<file path="src/rtl/tmr_evnt_pkg.sv">
// Shared types and ECR field layout for the timer event-input conditioner.
// Latency: n/a (types, constants and a pure lookup function only).
// Backpressure: n/a.
package tmr_evnt_pkg;

    // ECR register layout
    localparam int ECR_W    = 15;
    localparam int EDGE_OFS = 0;   // 2 bits per channel
    localparam int LVL_OFS  = 6;   // 1 bit per channel
    localparam int LPF_OFS  = 9;   // 2 bits per channel

    // Edge select: bit0 enables rising, bit1 enables falling
    typedef enum logic [1:0] {
        EV_NONE = 2'b00,
        EV_RISE = 2'b01,
        EV_FALL = 2'b10,
        EV_BOTH = 2'b11
    } ev_edge_e;

    // Low-pass filter length select
    typedef enum logic [1:0] {
        LPF_1 = 2'b00,
        LPF_3 = 2'b01,
        LPF_5 = 2'b10,
        LPF_7 = 2'b11
    } ev_lpf_e;

    // Returns N-1: the count a differing sample must reach before filt follows
    function automatic logic [2:0] lpf_last(input ev_lpf_e lpf);
        logic [2:0] last;
        case (lpf)
            LPF_1:   last = 3'd0;
            LPF_3:   last = 3'd2;
            LPF_5:   last = 3'd4;
            default: last = 3'd6;
        endcase
        return last;
    endfunction

endpackage

</file>
<file path="src/rtl/tmr_evnt_cond_if.sv">
// Pin/config/result bundle between the timer register block and the event conditioner.
// Latency: n/a (wiring only).
// Backpressure: none; every signal is a level or a single-cycle strobe.
interface tmr_evnt_cond_if
    import tmr_evnt_pkg::*;
#(
    parameter int NEV = 3
);
    logic [NEV-1:0]   Evnt;
    logic [ECR_W-1:0] Ecr;
    logic [NEV-1:0]   SwEv;
    logic [NEV-1:0]   EvEdge;
    logic [NEV-1:0]   EvLvl;
    logic [NEV-1:0]   EvFilt;

    modport master (
        output Evnt, Ecr, SwEv,
        input  EvEdge, EvLvl, EvFilt
    );

    modport slave (
        input  Evnt, Ecr, SwEv,
        output EvEdge, EvLvl, EvFilt
    );
endinterface

</file>
<file path="src/rtl/tmr_evnt_ch.sv">
// One event channel: synchroniser, glitch filter, edge classifier, software event merge.
// Latency: pin->filt SYNC_STG+N-1 cycles after first sample, SwEv->o_edge 1 cycle.
// Backpressure: none; o_edge is a one-cycle pulse that cannot be stalled.
module tmr_evnt_ch
    import tmr_evnt_pkg::*;
#(
    parameter int SYNC_STG = 2,   // 2 or 3
    parameter int CNTW     = 3    // must hold the largest N-1
) (
    input  logic     i_clk,
    input  logic     i_rst_n,
    input  logic     i_evnt,
    input  ev_edge_e i_edge_sel,
    input  logic     i_lvl_sel,
    input  ev_lpf_e  i_lpf,
    input  logic     i_sw_ev,
    output logic     o_edge,
    output logic     o_lvl,
    output logic     o_filt
);

    logic [SYNC_STG-1:0] r_sync;
    logic                r_filt;
    logic [CNTW-1:0]     r_cnt;
    logic                r_edge;

    logic                w_sync;
    logic [CNTW-1:0]     w_last;
    logic                w_diff;
    logic                w_rel;
    logic                w_match;

    assign w_sync = r_sync[SYNC_STG-1];
    assign w_last = CNTW'(lpf_last(i_lpf));
    assign w_diff = w_sync ^ r_filt;
    // >= rather than == so a filter shrink mid-count releases on the next differing sample
    assign w_rel  = w_diff && (r_cnt >= w_last);
    // Classify on the value filt is about to take: 1 means rising, 0 means falling
    assign w_match = w_sync ? (i_edge_sel inside {EV_RISE, EV_BOTH})
                            : (i_edge_sel inside {EV_FALL, EV_BOTH});

    // Metastability chain on the raw pin
    always_ff @(posedge i_clk or negedge i_rst_n) begin
        if (!i_rst_n) r_sync <= '0;
        else          r_sync <= {r_sync[SYNC_STG-2:0], i_evnt};
    end

    // Glitch filter: filt follows sync only after N consecutive differing samples
    always_ff @(posedge i_clk or negedge i_rst_n) begin
        if (!i_rst_n) begin
            r_filt <= 1'b0;
            r_cnt  <= '0;
        end else if (!w_diff) begin
            r_cnt  <= '0;
        end else if (w_rel) begin
            r_filt <= w_sync;
            r_cnt  <= '0;
        end else begin
            r_cnt  <= r_cnt + 1'b1;
        end
    end

    // Edge pulse lands in the same cycle filt shows its new value; SwEv ORs in so a coincident hit is one pulse
    always_ff @(posedge i_clk or negedge i_rst_n) begin
        if (!i_rst_n) r_edge <= 1'b0;
        else          r_edge <= (w_rel && w_match) || i_sw_ev;
    end

    assign o_edge = r_edge;
    assign o_filt = r_filt;
    assign o_lvl  = i_lvl_sel ? r_filt : ~r_filt;

endmodule

</file>
<file path="src/rtl/tmr_evnt_cond.sv">
// Timer event-input conditioner: NEV independent channels fed from pins, ECR and software strobes.
// Latency: pin->EvFilt/EvEdge SYNC_STG+N-1 cycles after first sample, SwEv->EvEdge 1 cycle.
// Backpressure: none; EvEdge pulses are fire-and-forget to the timer connection matrix.
module tmr_evnt_cond
    import tmr_evnt_pkg::*;
#(
    parameter int NEV      = 3,
    parameter int SYNC_STG = 2,
    parameter int CNTW     = 3
) (
    input  logic                Clk,
    input  logic                Rst,
    tmr_evnt_cond_if.slave      bus
);

    logic [NEV-1:0] w_edge;
    logic [NEV-1:0] w_lvl;
    logic [NEV-1:0] w_filt;

    // One conditioner per channel, each with its own slice of ECR
    for (genvar i = 0; i < NEV; i++) begin : g_ch
        tmr_evnt_ch #(
            .SYNC_STG (SYNC_STG),
            .CNTW     (CNTW)
        ) u_ch (
            .i_clk      (Clk),
            .i_rst_n    (Rst),
            .i_evnt     (bus.Evnt[i]),
            .i_edge_sel (ev_edge_e'(bus.Ecr[EDGE_OFS + 2*i +: 2])),
            .i_lvl_sel  (bus.Ecr[LVL_OFS + i]),
            .i_lpf      (ev_lpf_e'(bus.Ecr[LPF_OFS + 2*i +: 2])),
            .i_sw_ev    (bus.SwEv[i]),
            .o_edge     (w_edge[i]),
            .o_lvl      (w_lvl[i]),
            .o_filt     (w_filt[i])
        );
    end

    assign bus.EvEdge = w_edge;
    assign bus.EvLvl  = w_lvl;
    assign bus.EvFilt = w_filt;

endmodule

</file>
<file path="src/flat_wrapper.sv">
// flat-port wrapper written by rule: the top's interface ports become plain ports
module tmr_evnt_cond_flat import tmr_evnt_pkg::*;
#(
    parameter int NEV      = 3,
    parameter int SYNC_STG = 2,
    parameter int CNTW     = 3
)
  (Clk, Rst, bus_Evnt, bus_Ecr, bus_SwEv, bus_EvEdge, bus_EvLvl, bus_EvFilt);
  tmr_evnt_cond_if #(.NEV(NEV)) bus_i ();
  input  logic Clk;
  input  logic Rst;
  input wire logic [$bits(bus_i.Evnt)-1:0] bus_Evnt;
  input wire logic [$bits(bus_i.Ecr)-1:0] bus_Ecr;
  input wire logic [$bits(bus_i.SwEv)-1:0] bus_SwEv;
  output wire logic [$bits(bus_i.EvEdge)-1:0] bus_EvEdge;
  output wire logic [$bits(bus_i.EvLvl)-1:0] bus_EvLvl;
  output wire logic [$bits(bus_i.EvFilt)-1:0] bus_EvFilt;
  assign bus_i.Evnt = bus_Evnt;
  assign bus_i.Ecr = bus_Ecr;
  assign bus_i.SwEv = bus_SwEv;
  assign bus_EvEdge = bus_i.EvEdge;
  assign bus_EvLvl = bus_i.EvLvl;
  assign bus_EvFilt = bus_i.EvFilt;
  tmr_evnt_cond #(.NEV(NEV), .SYNC_STG(SYNC_STG), .CNTW(CNTW)) u_core (.Clk(Clk), .Rst(Rst), .bus(bus_i));
endmodule
</file>
<file path="config.mk">
export PLATFORM = sky130hd
export DESIGN_NAME = tmr_evnt_cond_flat
export DESIGN_NICKNAME = d
export VERILOG_FILES = /design/src/rtl/tmr_evnt_pkg.sv /design/src/rtl/tmr_evnt_cond_if.sv /design/src/rtl/tmr_evnt_ch.sv /design/src/rtl/tmr_evnt_cond.sv /design/src/flat_wrapper.sv
export SDC_FILE = /design/constraint.sdc
export NUM_CORES = 1
export LEC_CHECK = 0
export BUFFER_PORTS_ARGS = -buffer_cell sky130_fd_sc_hd__clkbuf_2
export CORE_MARGIN = 1.5
export CORE_UTILIZATION = 50
export CTS_BUF_LIST = sky130_fd_sc_hd__clkbuf_8
export DETAILED_ROUTE_END_ITERATION = 8
export PLACE_DENSITY = 0.75
export SYNTH_ARGS = -nofsm -noshare
export SYNTH_HDL_FRONTEND = slang
export SYNTH_SLANG_ARGS = --single-unit
</file>
<file path="constraint.sdc">
create_clock -name Clk -period 2.05 [get_ports Clk]
set_input_delay 0.205 -clock Clk [delete_from_list [all_inputs] [get_ports Clk]]
set_output_delay 0.205 -clock Clk [all_outputs]
set_load 0.05 [all_outputs]
</file>
==> results of run 1 <==
logic make-up (layout without fill, tap and decap cells):
family | after synthesis | count (layout) | share of synthesized area [%]
muxes | 3 | 3 | 3.17
AOI/OAI and AO/OA | 6 | 6 | 4.23
xor gates and xnor gates | 9 | 9 | 7.39
adders and majority gates | 9 | 9 | 10.6
DFF | 21 | 21 | 49.3
buffers and inverters | 18 | 42 | 9.51
and+or+nand+nor | 27 | 27 | 15.8
worst paths after layout:
| path | from | to | depth (start not counted) |
|---|---|---|---|
| worst max-delay path | u_core.g_ch[0].u_ch.r_cnt[2] | u_core.g_ch[0].u_ch.o_filt | 4 |
| worst min-delay path | bus_Evnt[0] | u_core.g_ch[0].u_ch.r_sync[0] | 1 |
| worst max register to register | u_core.g_ch[0].u_ch.r_cnt[2] | u_core.g_ch[0].u_ch.o_filt | 4 |
| worst min register to register | u_core.g_ch[0].u_ch.r_sync[0] | u_core.g_ch[0].u_ch.r_sync[1] | 0 |
| max in group asynchronous | Rst | u_core.g_ch[1].u_ch.r_sync[0] | 2 |
| min in group asynchronous | Rst | u_core.g_ch[1].u_ch.r_cnt[2] | 2 |
state kept, by name, indices dropped and copies added (netlist names):
name,count
u_core.g_ch.u_ch.r_cnt,9
u_core.g_ch.u_ch.r_sync,6
u_core.g_ch.u_ch.o_edge,3
u_core.g_ch.u_ch.o_filt,3
through the flow:
stage / worst slack [ns] / total power [uW]
2_1_floorplan: 0.491 / 1230
3_3_place_gp: 0.363 / 1270
3_5_place_dp: 0.356 / 1280
4_1_cts: 0.342 / 1550
5_1_grt: 0.224 / 1640
6_report: 0.351 / 1530
cell type report:
class | instances | area share (%)
Tap cell | 27 | 2.74
Inverter | 6 | 1.83
Clock buffer | 3 | 3.35
Multi-Input combinational cell | 54 | 35.7
Timing Repair Buffer | 32 | 13.4
Clock inverter | 1 | 0.305
Sequential cell | 21 | 42.7
synth_stat cells:
master    count
buf_4         9
ha_1          9
nor3_1        3
mux2_2        3
or4b_1        3
o21a_1        3
xnor2_1       6
o21bai_1      3
clkbuf_1      3
nand2_1       3
nor2_1        6
and3_2        3
inv_1         6
nor2b_1       3
nand3b_1      3
xor2_1        3
dfrtp_1      21
and3b_1       3
worst max-delay path: cells and delay by family, from the launching register on:
family	cells	cell delay, ns
muxes	1	0.38
DFF	1	0.40
adders and majority gates	1	0.31
and+or+nand+nor	2	0.51
power breakdown:
group / total, uW / internal, uW / switching (uW)
Sequential: 596 / 507 / 89.2
Combinational: 670 / 238 / 432
Clock: 262 / 133 / 129
per-layer routing:
metal | vias to the layer above | routed length [um]
li1 | 349 | -
met1 | 339 | 663
met2 | 19 | 816
met3 | 3 | 100
met4 | 0 | 8
met5 | - | 0
repair_timing:
item / CTS / global route
endpoints found under the hold margin: 21 / 0
endpoints found under the setup margin: 0 / 0
hold buffers: 1 / 0
==> summary.md, run 1 <==
| Metric | Value |
|---|---|
| Sequential area share after synthesis | `between 40% and 50%` |
| GRT overflow | `0` |
| H-tree levels | `1` |
| Final Util | `62.1%` |
| Filler cells | `~160` |
| Slew Viols, Final | `0` |
| Static leakage | `around 0.00064 uW` |
| Nature of the critical path endpoint | `flop` |
| CTS tree | `built` |
| Slew HR | `approximately 66%` |
| DR DRC count | `0` |
| Via count | `between 700 and 800` |
| WL per Instance | `11.0 um` |
| IO Port Bufs | `31` |
| Worst vdd ir | `between 1000 and 1500 uV` |
| Area grow syn2layout | `15.5%` |
| Cell Area, Placed | `about 1200 um^2` |
| ANT nets after route | `0` |
| Final cycle utilization of the critical path | `between 80 and 90%` |
| Area fraction of the dominant cell type after synthesis | `roughly half` |
| Critical Path AT | `around 1.9 ns` |
| Hold WC Path Type | `primary input to flop` |
| Vias/cell | `~4.9` |
| Layer with the highest usage | `met2` |
| Total wire length | `~1600 um` |
| Commonest non-fill, non-tap cell in the layout | `clkbuf_2` |
| Post-CTS Setup Inserts | `0` |
| M2 GR Usage | `26.8%` |
| Outcome | `completed` |
| Final net count | `150` |
| CP max stage delay | `0.40 ns` |
| Yosys reg bits | `21` |
| Number of CTS-inserted buffers | `3` |
| Die height | `approximately 49 um` |
| Power Density | `1240 nW/um^2` |
| Highest-count cells in the layout ignoring fill and taps | `clkbuf_2, dfrtp_1, ha_1, inv_1` |
| Number of max-cap violations | `0` |
| WS Path Type | `flop to flop` |
| Distinct cell type count after synthesis | `18` |
| M3 GR Usage | `5.52%` |
| Drt first pass iters | `4` |
| Synth Warn # | `0` |
| Die area | `between 2000 and 2500 um^2` |
| Antenna cell count | `0` |
| Clk_skew | `about 0.0038 ns` |
| Dpl hpwl | `1260 um` |
| Drt initial violations | `10` |
| Ranking of synthesized cells by area | `dfrtp_1, ha_1, buf_4` |
| Max Root-Sink Buffers | `2` |
| Max Fclk | `between 500 and 600 MHz` |
| Final Setup Violations | `0` |
| Die Wd | `a little under 50 um` |
| Final min period | `between 1.5 and 2 ns` |
| CP Launch Type | `flop` |
| Vias in the first global route | `around 680` |
| Worst path cell trace | `ha_1, and3b_1, nor3_1, mux2_2` |
| Skew-Pair Late Insertion Delay | `between 0.2 and 0.3 ns` |
| Standard-cell row count | `16` |
| WP data required | `~2.2 ns` |
| Worst-path clk slew | `0.07 ns` |
| Initial Util | `53.8%` |
| Max FO, Critical Path | `3` |
| Final Hold Vio Count | `0` |
| Slowest library cell on the worst path | `dfrtp_1` |
| Met1 Use GR | `around 18%` |
| Post-route setup TNS | `0 ns` |
| Yosys top cell by area | `dfrtp_1` |
| Post-synthesis average cell area | `around 11 um^2` |
| Unrepaired setup endpoints after global routing | `no` |
| Initial antenna violation count | `0` |
| Num Clock Sinks | `21` |
| I/O pin total | `32` |
| Storage element area | `between 500 and 600 um^2` |
| Core ar. | `between 1500 and 2000 um^2` |
| Fin area | `between 1000 and 1500 um^2` |
| CTS Root Cell | `clkbuf_8` |
| Multi-input combinational cell area | `approximately 440 um^2` |
| Largest net degree at the start of global routing | `22` |
| RD Place Congestion | `approximately 0.75` |
| Min Hold Slack | `0.0514 ns` |
| First-pass GRT wire length | `between 2000 and 3000 um` |
| Post-cts resize count | `0` |
| Tot GR Track Use | `15.6%` |
| Share of cells above drive strength 1 | `34.2%` |
| Mapped Area | `1070 um^2` |
| Cell Count Post-Placement | `roughly 140` |
| Worst Tran Pin Value | `0.508 ns` |
| Reg2Reg Setup Slack | `roughly 0.35 ns` |
| Syn_nets | `about 130` |
| Mapped Cells | `a little over 90` |
| Finished Layout Cells | `144` |
(Power assumes the default switching activity.)
==> run 2: changes to the inputs <==
--- a/config.mk
+++ b/config.mk
@@ -7,10 +7,10 @@
 export LEC_CHECK = 0
 export BUFFER_PORTS_ARGS = -buffer_cell sky130_fd_sc_hd__clkbuf_2
 export CORE_MARGIN = 1.5
-export CORE_UTILIZATION = 50
+export CORE_UTILIZATION = 47
 export CTS_BUF_LIST = sky130_fd_sc_hd__clkbuf_8
 export DETAILED_ROUTE_END_ITERATION = 8
-export PLACE_DENSITY = 0.75
+export PLACE_DENSITY = 0.74
 export SYNTH_ARGS = -nofsm -noshare
 export SYNTH_HDL_FRONTEND = slang
 export SYNTH_SLANG_ARGS = --single-unit
==> constraint.sdc (replaced) <==
create_clock -name Clk -period 1.38 [get_ports Clk]
set_input_delay 0.138 -clock Clk [delete_from_list [all_inputs] [get_ports Clk]]
set_output_delay 0.138 -clock Clk [all_outputs]
set_load 0.05 [all_outputs]
==> summary.md, run 2 (synthesis results as in run 1) <==
| Metric | Value |
|---|---|
| Initial Util | `approximately half` |
| WS Path Type | `flop to flop` |
| Skew-Pair Late Insertion Delay | `between 0.2 and 0.3 ns` |
| Drt first pass iters | `3` |
| Min Hold Slack | `around 0.0097 ns` |
| Worst Tran Pin Value | `roughly 0.50 ns` |
| Failing checks | `negative setup slack` |
| Power Density | `around 1900 nW/um^2` |
| Tot Pwr | `2640 uW` |
| Reg2Reg Setup Slack | `-0.21 ns` |
| Critical Path AT | `1.78 ns` |
| Final net count | `164` |
| Metal-1 WL | `approximately 800 um` |
| Worst R2R Start | `u_core.g_ch[2].u_ch.r_cnt[2]` |
| GRT overflow | `0` |
| Max Fclk | `around 630 MHz` |
| Hold depth | `1` |
| Final Hold Vio Count | `0` |
| CP max stage delay | `0.55 ns` |
| Share of cells above drive strength 1 | `about 50%` |
| Core ar. | `2170 um^2` |
| Die area | `2560 um^2` |
| First-pass GRT wire length | `roughly 3100 um` |
| Drt initial violations | `4` |
| Top flop regs | `u_core.g_ch.u_ch.r_cnt: 9 flops, u_core.g_ch.u_ch.r_sync: 6 flops` |
| Antenna cell count | `0` |
| Final Setup Violations | `15` |
| Worst path cell trace | `ha_1, and3b_1, or4b_4, nor2_2` |
| Met2 routed WL | `864 um` |
| Final Util | `about 65%` |
| Via count | `about 770` |
| CTS tree | `built` |
| Vias in the first global route | `~770` |
| Initial antenna violation count | `0` |
| Largest net degree at the start of global routing | `22` |
| CP Launch Type | `flop` |
| Setup WS post-layout | `-0.212 ns` |
| Area grow syn2layout | `33.2%` |
| Dpl hpwl | `1390 um` |
| Die height | `50.6 um` |
| Worst hold endpoint | `u_core.g_ch[1].u_ch.r_sync[0]` |
| FF-to-FF End | `u_core.g_ch[2].u_ch.r_cnt[0]` |
| Static leakage | `approximately 0.00073 uW` |
| Total wire length | `roughly 1800 um` |
| WL per Instance | `about 11 um` |
| DR DRC count | `0` |
| Highest metal used | `met4` |
| Max FO, Critical Path | `2` |
| Tot GR Track Use | `approximately 16%` |
| Final cycle utilization of the critical path | `115%` |
| Outcome | `complete, but fails checks` |
| Clk_skew | `0.00249 ns` |
| Number of max-cap violations | `0` |
| Hold WC Path Type | `primary input to flop` |
| Num Clock Sinks | `21` |
| Slew HR | `about two thirds` |
| WP data required | `approximately 1.6 ns` |
| Die Wd | `just over 50 um` |
| Slew Viols, Final | `0` |
| RD Place Congestion | `approximately 0.7` |
| Vias/cell | `between 4 and 5` |
| IO Port Bufs | `31` |
| Met3 Wirelength | `between 80 and 90 um` |
| Unrepaired setup endpoints after global routing | `yes` |
| Reg with most FFs | `u_core.g_ch.u_ch.r_cnt` |
| Nature of the critical path endpoint | `flop` |
| H-tree levels | `1` |
| Standard-cell row count | `17` |
| Final min period | `around 1.6 ns` |
| Max Root-Sink Buffers | `2` |
| Post-route setup TNS | `-2.20 ns` |
| Worst vdd ir | `1270 uV` |
| ANT nets after route | `0` |
| Highest-count cells in the layout ignoring fill and taps | `clkbuf_2, dfrtp_1, buf_4, ha_1` |
| Max reg flops | `9` |
| I/O pin total | `32` |
| Slowest library cell on the worst path | `or4b_4` |
| CTS Root Cell | `clkbuf_8` |
| Worst-path clk slew | `~0.070 ns` |
| Commonest non-fill, non-tap cell in the layout | `clkbuf_2` |
| Min-delay src | `bus_Evnt[1]` |
| Cell depth of the worst flop-to-flop path | `4` |
| Number of CTS-inserted buffers | `3` |
[run 2: changes by cell type in the layout (fill, tap and decap cells not counted), moves of 3 or more]
cell / before / now
nor2_2: 0 / 5
or4b_4: 0 / 3
or4b_1: 3 / 0
nor3_1: 3 / 0
nor2_1: 6 / 1
clkbuf_2: 31 / 28
buf_4: 0 / 15
[run 2: where the power goes]
group / switching [uW] / internal (uW) / leakage, uW / total [uW]
registers: 89.7 / 753 / 0.000261 / 843
logic: 794 / 626 / 0.000441 / 1420
clock network: 177 / 200 / 0.0000255 / 377
total: 1060 / 1580 / 0.000728 / 2640
[run 2: what timing repair did]
action | CTS | global route
buffers inserted | 2 | 1
cloned | 0 | 0
hold endpoints to repair | 23 | 0
pin swaps | 13 | 5
resized for setup | 10 | 14
hold buffers | 3 | 0
endpoints found under the setup margin | 16 | 18
[run 2: worst max-delay path by stage]
stage / from / endpoint / slack [ns]
floorplan: u_core.g_ch[0].u_ch.r_cnt[2] / u_core.g_ch[0].u_ch.r_cnt[2] / -0.14
global placement: u_core.g_ch[1].u_ch.r_cnt[2] / u_core.g_ch[1].u_ch.r_cnt[2] / -0.18
detailed placement: u_core.g_ch[1].u_ch.r_cnt[1] / u_core.g_ch[1].u_ch.r_cnt[2] / -0.23
CTS: u_core.g_ch[1].u_ch.r_cnt[1] / u_core.g_ch[1].u_ch.r_cnt[0] / -0.20
global route: u_core.g_ch[2].u_ch.r_cnt[1] / u_core.g_ch[2].u_ch.r_cnt[2] / -0.30
finish: u_core.g_ch[2].u_ch.r_cnt[2] / u_core.g_ch[2].u_ch.r_cnt[0] / -0.21
[run 2: area by class of cell]
type	instances	area (um^2)
fill	179	749
sequential	21	526
multi-input combinational	54	508
timing repair buffer	46	283
clock buffer	3	41.3
tap	28	35.0
inverter	6	22.5
clock inverter	1	5.00
[run 2: stage by stage]
step                      setup slack, ns  cells  instance area [um^2]
after global placement             -0.176    149                  1260
after detailed placement           -0.227    149                  1260
after CTS                          -0.204    158                  1390
after global routing               -0.297    159                  1420
final                              -0.212    159                  1420
after floorplan                    -0.138     93                  1080
[run 2: routing by layer]
| layer | track usage (%) | vias to the layer above |
|---|---|---|
| li1 | - | 377 |
| met1 | 18.4 | 364 |
| met2 | 28.3 | 22 |
| met3 | 3.27 | 4 |
| met4 | 7.21 | 0 |
| met5 | 0 | - |
[run 2: worst max-delay path, delay by kind of cell (launching register included)]
family	cells	cell delay (ns)
adders and majority gates	1	0.28
and+or+nand+nor	3	0.86
DFF	1	0.38
==> run 3: changes to the inputs <==
--- a/config.mk
+++ b/config.mk
@@ -6,11 +6,14 @@
 export NUM_CORES = 1
 export LEC_CHECK = 0
 export BUFFER_PORTS_ARGS = -buffer_cell sky130_fd_sc_hd__clkbuf_2
+export CELL_PAD_IN_SITES_DETAIL_PLACEMENT = 0
+export CELL_PAD_IN_SITES_GLOBAL_PLACEMENT = 1
 export CORE_MARGIN = 1.5
-export CORE_UTILIZATION = 47
+export CORE_UTILIZATION = 36
 export CTS_BUF_LIST = sky130_fd_sc_hd__clkbuf_8
 export DETAILED_ROUTE_END_ITERATION = 8
-export PLACE_DENSITY = 0.74
+export GPL_ROUTABILITY_DRIVEN = 0
+export PLACE_DENSITY = 0.73
 export SYNTH_ARGS = -nofsm -noshare
 export SYNTH_HDL_FRONTEND = slang
 export SYNTH_SLANG_ARGS = --single-unit
==> summary.md, run 3 (synthesis results as in run 1) <==
| Metric | Value |
|---|---|
| Commonest non-fill, non-tap cell in the layout | `clkbuf_2` |
| Unrepaired setup endpoints after global routing | `yes` |
| Final Util | `roughly 54%` |
| Slowest library cell on the worst path | `or4b_4` |
| Total wire length | `about 2000 um` |
| WP data required | `between 1.5 and 2 ns` |
| Final cycle utilization of the critical path | `117%` |
| Die area | `about 3300 um^2` |
| Vias/cell | `4.65` |
| Int Pwr | `between 1500 and 2000 uW` |
| IO Port Bufs | `31` |
| Power Density | `1830 nW/um^2` |
| Via count | `roughly 770` |
| Clk_skew | `0.00624 ns` |
| First-pass GRT wire length | `approximately 3300 um` |
| Standard-cell row count | `19` |
| Largest net degree at the start of global routing | `22` |
| Core ar. | `2780 um^2` |
| Worst path cell trace | `inv_1, ha_1, and3b_2, or4b_4, nor2_1` |
| Clk network pwr share | `around 15%` |
| Final Hold Vio Count | `0` |
| Setup WS post-layout | `-0.233 ns` |
| Final net count | `between 150 and 200` |
| Slew Viols, Final | `0` |
| Power share of the combinational group | `between 50% and 60%` |
| Hold WC Path Type | `primary input to flop` |
| H-tree levels | `1` |
| Die Wd | `about 57 um` |
| Final Setup Violations | `15` |
| P_sw | `about 1100 uW` |
| Nature of the critical path endpoint | `flop` |
| Share of cells above drive strength 1 | `between 50% and 60%` |
| Static leakage | `0.000739 uW` |
| Slew HR | `around two thirds` |
| Top flop regs | `u_core.g_ch.u_ch.r_cnt: 9 flops, u_core.g_ch.u_ch.r_sync: 6 flops` |
| Worst-path clk slew | `approximately 0.07 ns` |
| ANT nets after route | `0` |
| Max Root-Sink Buffers | `2` |
| Worst vdd ir | `1460 uV` |
| Vias in the first global route | `just under 800` |
| Antenna cell count | `0` |
| Num Clock Sinks | `21` |
| Final min period | `1.61 ns` |
| Worst Tran Pin Value | `0.504 ns` |
| Number of max-cap violations | `0` |
| DR DRC count | `0` |
| Max FO, Critical Path | `2` |
| WS Path Type | `flop to flop` |
| Drt first pass iters | `2` |
| CTS Root Cell | `clkbuf_8` |
| WL per Instance | `roughly 12 um` |
| Failing checks | `negative setup slack` |
| Drt initial violations | `7` |
| Area grow syn2layout | `40.5%` |
| Tot Pwr | `about 2700 uW` |
| Initial antenna violation count | `0` |
| Finished Layout Cells | `165` |
| Sw Ratio | `40.5%` |
| Filler cells | `around 250` |
| Seq pwr share | `30.9%` |
| CTS tree | `built` |
| Tot GR Track Use | `about an eighth` |
| CP max stage delay | `approximately 0.53 ns` |
| Max reg flops | `9` |
| Critical Path AT | `roughly 1.8 ns` |
| GRT overflow | `0` |
| Number of CTS-inserted buffers | `3` |
| Max Fclk | `roughly 620 MHz` |
| Die height | `approximately 57 um` |
| I/O pin total | `32` |
| Highest-count cells in the layout ignoring fill and taps | `clkbuf_2, dfrtp_1, buf_4, xnor2_1, ha_1` |
| Outcome | `complete, but fails checks` |
| Cell Count Post-Placement | `154` |
| Initial Util | `about two fifths` |
| CP Launch Type | `flop` |
| Dpl hpwl | `1480 um` |
| Skew-Pair Late Insertion Delay | `between 0.2 and 0.3 ns` |
| Reg with most FFs | `u_core.g_ch.u_ch.r_cnt` |
==> run 3: cell types whose count changed in the layout (fill, tap and decap cells not counted), sizes merged <==
cell / previous run / this run
buf: 15 / 16
clkbuf: 31 / 32
clkinv: 1 / 0
clkinvlp: 0 / 1
dlygate4sd3: 3 / 4
==> run 3: stage by stage <==
| stage | setup WS (ns) | setup TNS (ns) | hold slack, ns | instance area, um^2 |
|---|---|---|---|---|
| final | -0.233 | -2.19 | 0.0797 | 1500 |
| after global routing | -0.303 | -3.19 | 0.0820 | 1500 |
| after CTS | -0.240 | -2.38 | 0.0804 | 1420 |
| after detailed placement | -0.234 | -2.21 | 0.143 | 1280 |
| after global placement | -0.187 | -1.52 | 0.139 | 1280 |
| after floorplan | -0.138 | -1.13 | -0.158 | 1080 |
==> run 3: layout make-up <==
type / count / area [um^2] / share of cell area, %
Multi-Input combinational cell: 54 / 554 / 37.0
Inverter: 6 / 22.5 / 1.50
Sequential cell: 21 / 526 / 35.1
Clock inverter: 1 / 7.51 / 0.501
Clock buffer: 3 / 41.3 / 2.76
Timing Repair Buffer: 49 / 308 / 20.6
Tap cell: 31 / 38.8 / 2.59
==> run 3: worst max-delay path, delay by kind of cell (launching register included) <==
family | cells | cell delay, ns
simple gates | 3 | 0.86
flops | 1 | 0.36
fa+ha+maj | 1 | 0.28
buf+inv | 1 | 0.05
==> run 3: metal layers <==
metal / up-vias / part of all wire [%] / wire [um] / global-route usage (%)
met5: - / 0 / 0 / 0
met4: 0 / 0.46 / 9 / 4.98
met3: 2 / 4.9 / 97 / 2.04
met2: 22 / 51 / 1000 / 23.4
met1: 362 / 43 / 855 / 14.7
li1: 382 / - / - / -
==> run 3: path summary, 6_finish.rpt <==
| kind | start | to | slack (ns) | cells after the start |
|---|---|---|---|---|
| setup / recovery | u_core.g_ch[2].u_ch.r_cnt[1] | u_core.g_ch[2].u_ch.r_cnt[0] | -0.23 | 5 |
| hold reg to reg | u_core.g_ch[0].u_ch.r_sync[0] | u_core.g_ch[0].u_ch.r_sync[1] | 0.35 | 0 |
| max in group asynchronous | Rst | u_core.g_ch[0].u_ch.r_cnt[2] | 0.67 | 2 |
| min in group asynchronous | Rst | u_core.g_ch[1].u_ch.r_sync[0] | 0.37 | 2 |
| setup reg to reg | u_core.g_ch[2].u_ch.r_cnt[1] | u_core.g_ch[2].u_ch.r_cnt[0] | -0.23 | 5 |
| hold / removal | bus_SwEv[2] | u_core.g_ch[2].u_ch.o_edge | 0.08 | 2 |
==> run 3: power by group through the flow <==
stage          clock network (uW)  logic (uW)  registers (uW)
2_1_floorplan                   0         965             871
3_3_place_gp                    0        1210             845
3_5_place_dp                    0        1250             850
4_1_cts                       422        1390             841
5_1_grt                       441        1610             865
6_report                      406        1490             846
==> run 3: what timing repair did <==
| item | in CTS | in global routing |
|---|---|---|
| setup endpoints to repair | 18 | 17 |
| resized for setup | 11 | 16 |
| hold endpoints to repair | 24 | 0 |
| buffers inserted | 2 | 1 |
| pin swaps | 11 | 9 |
| hold buffers | 4 | 0 |
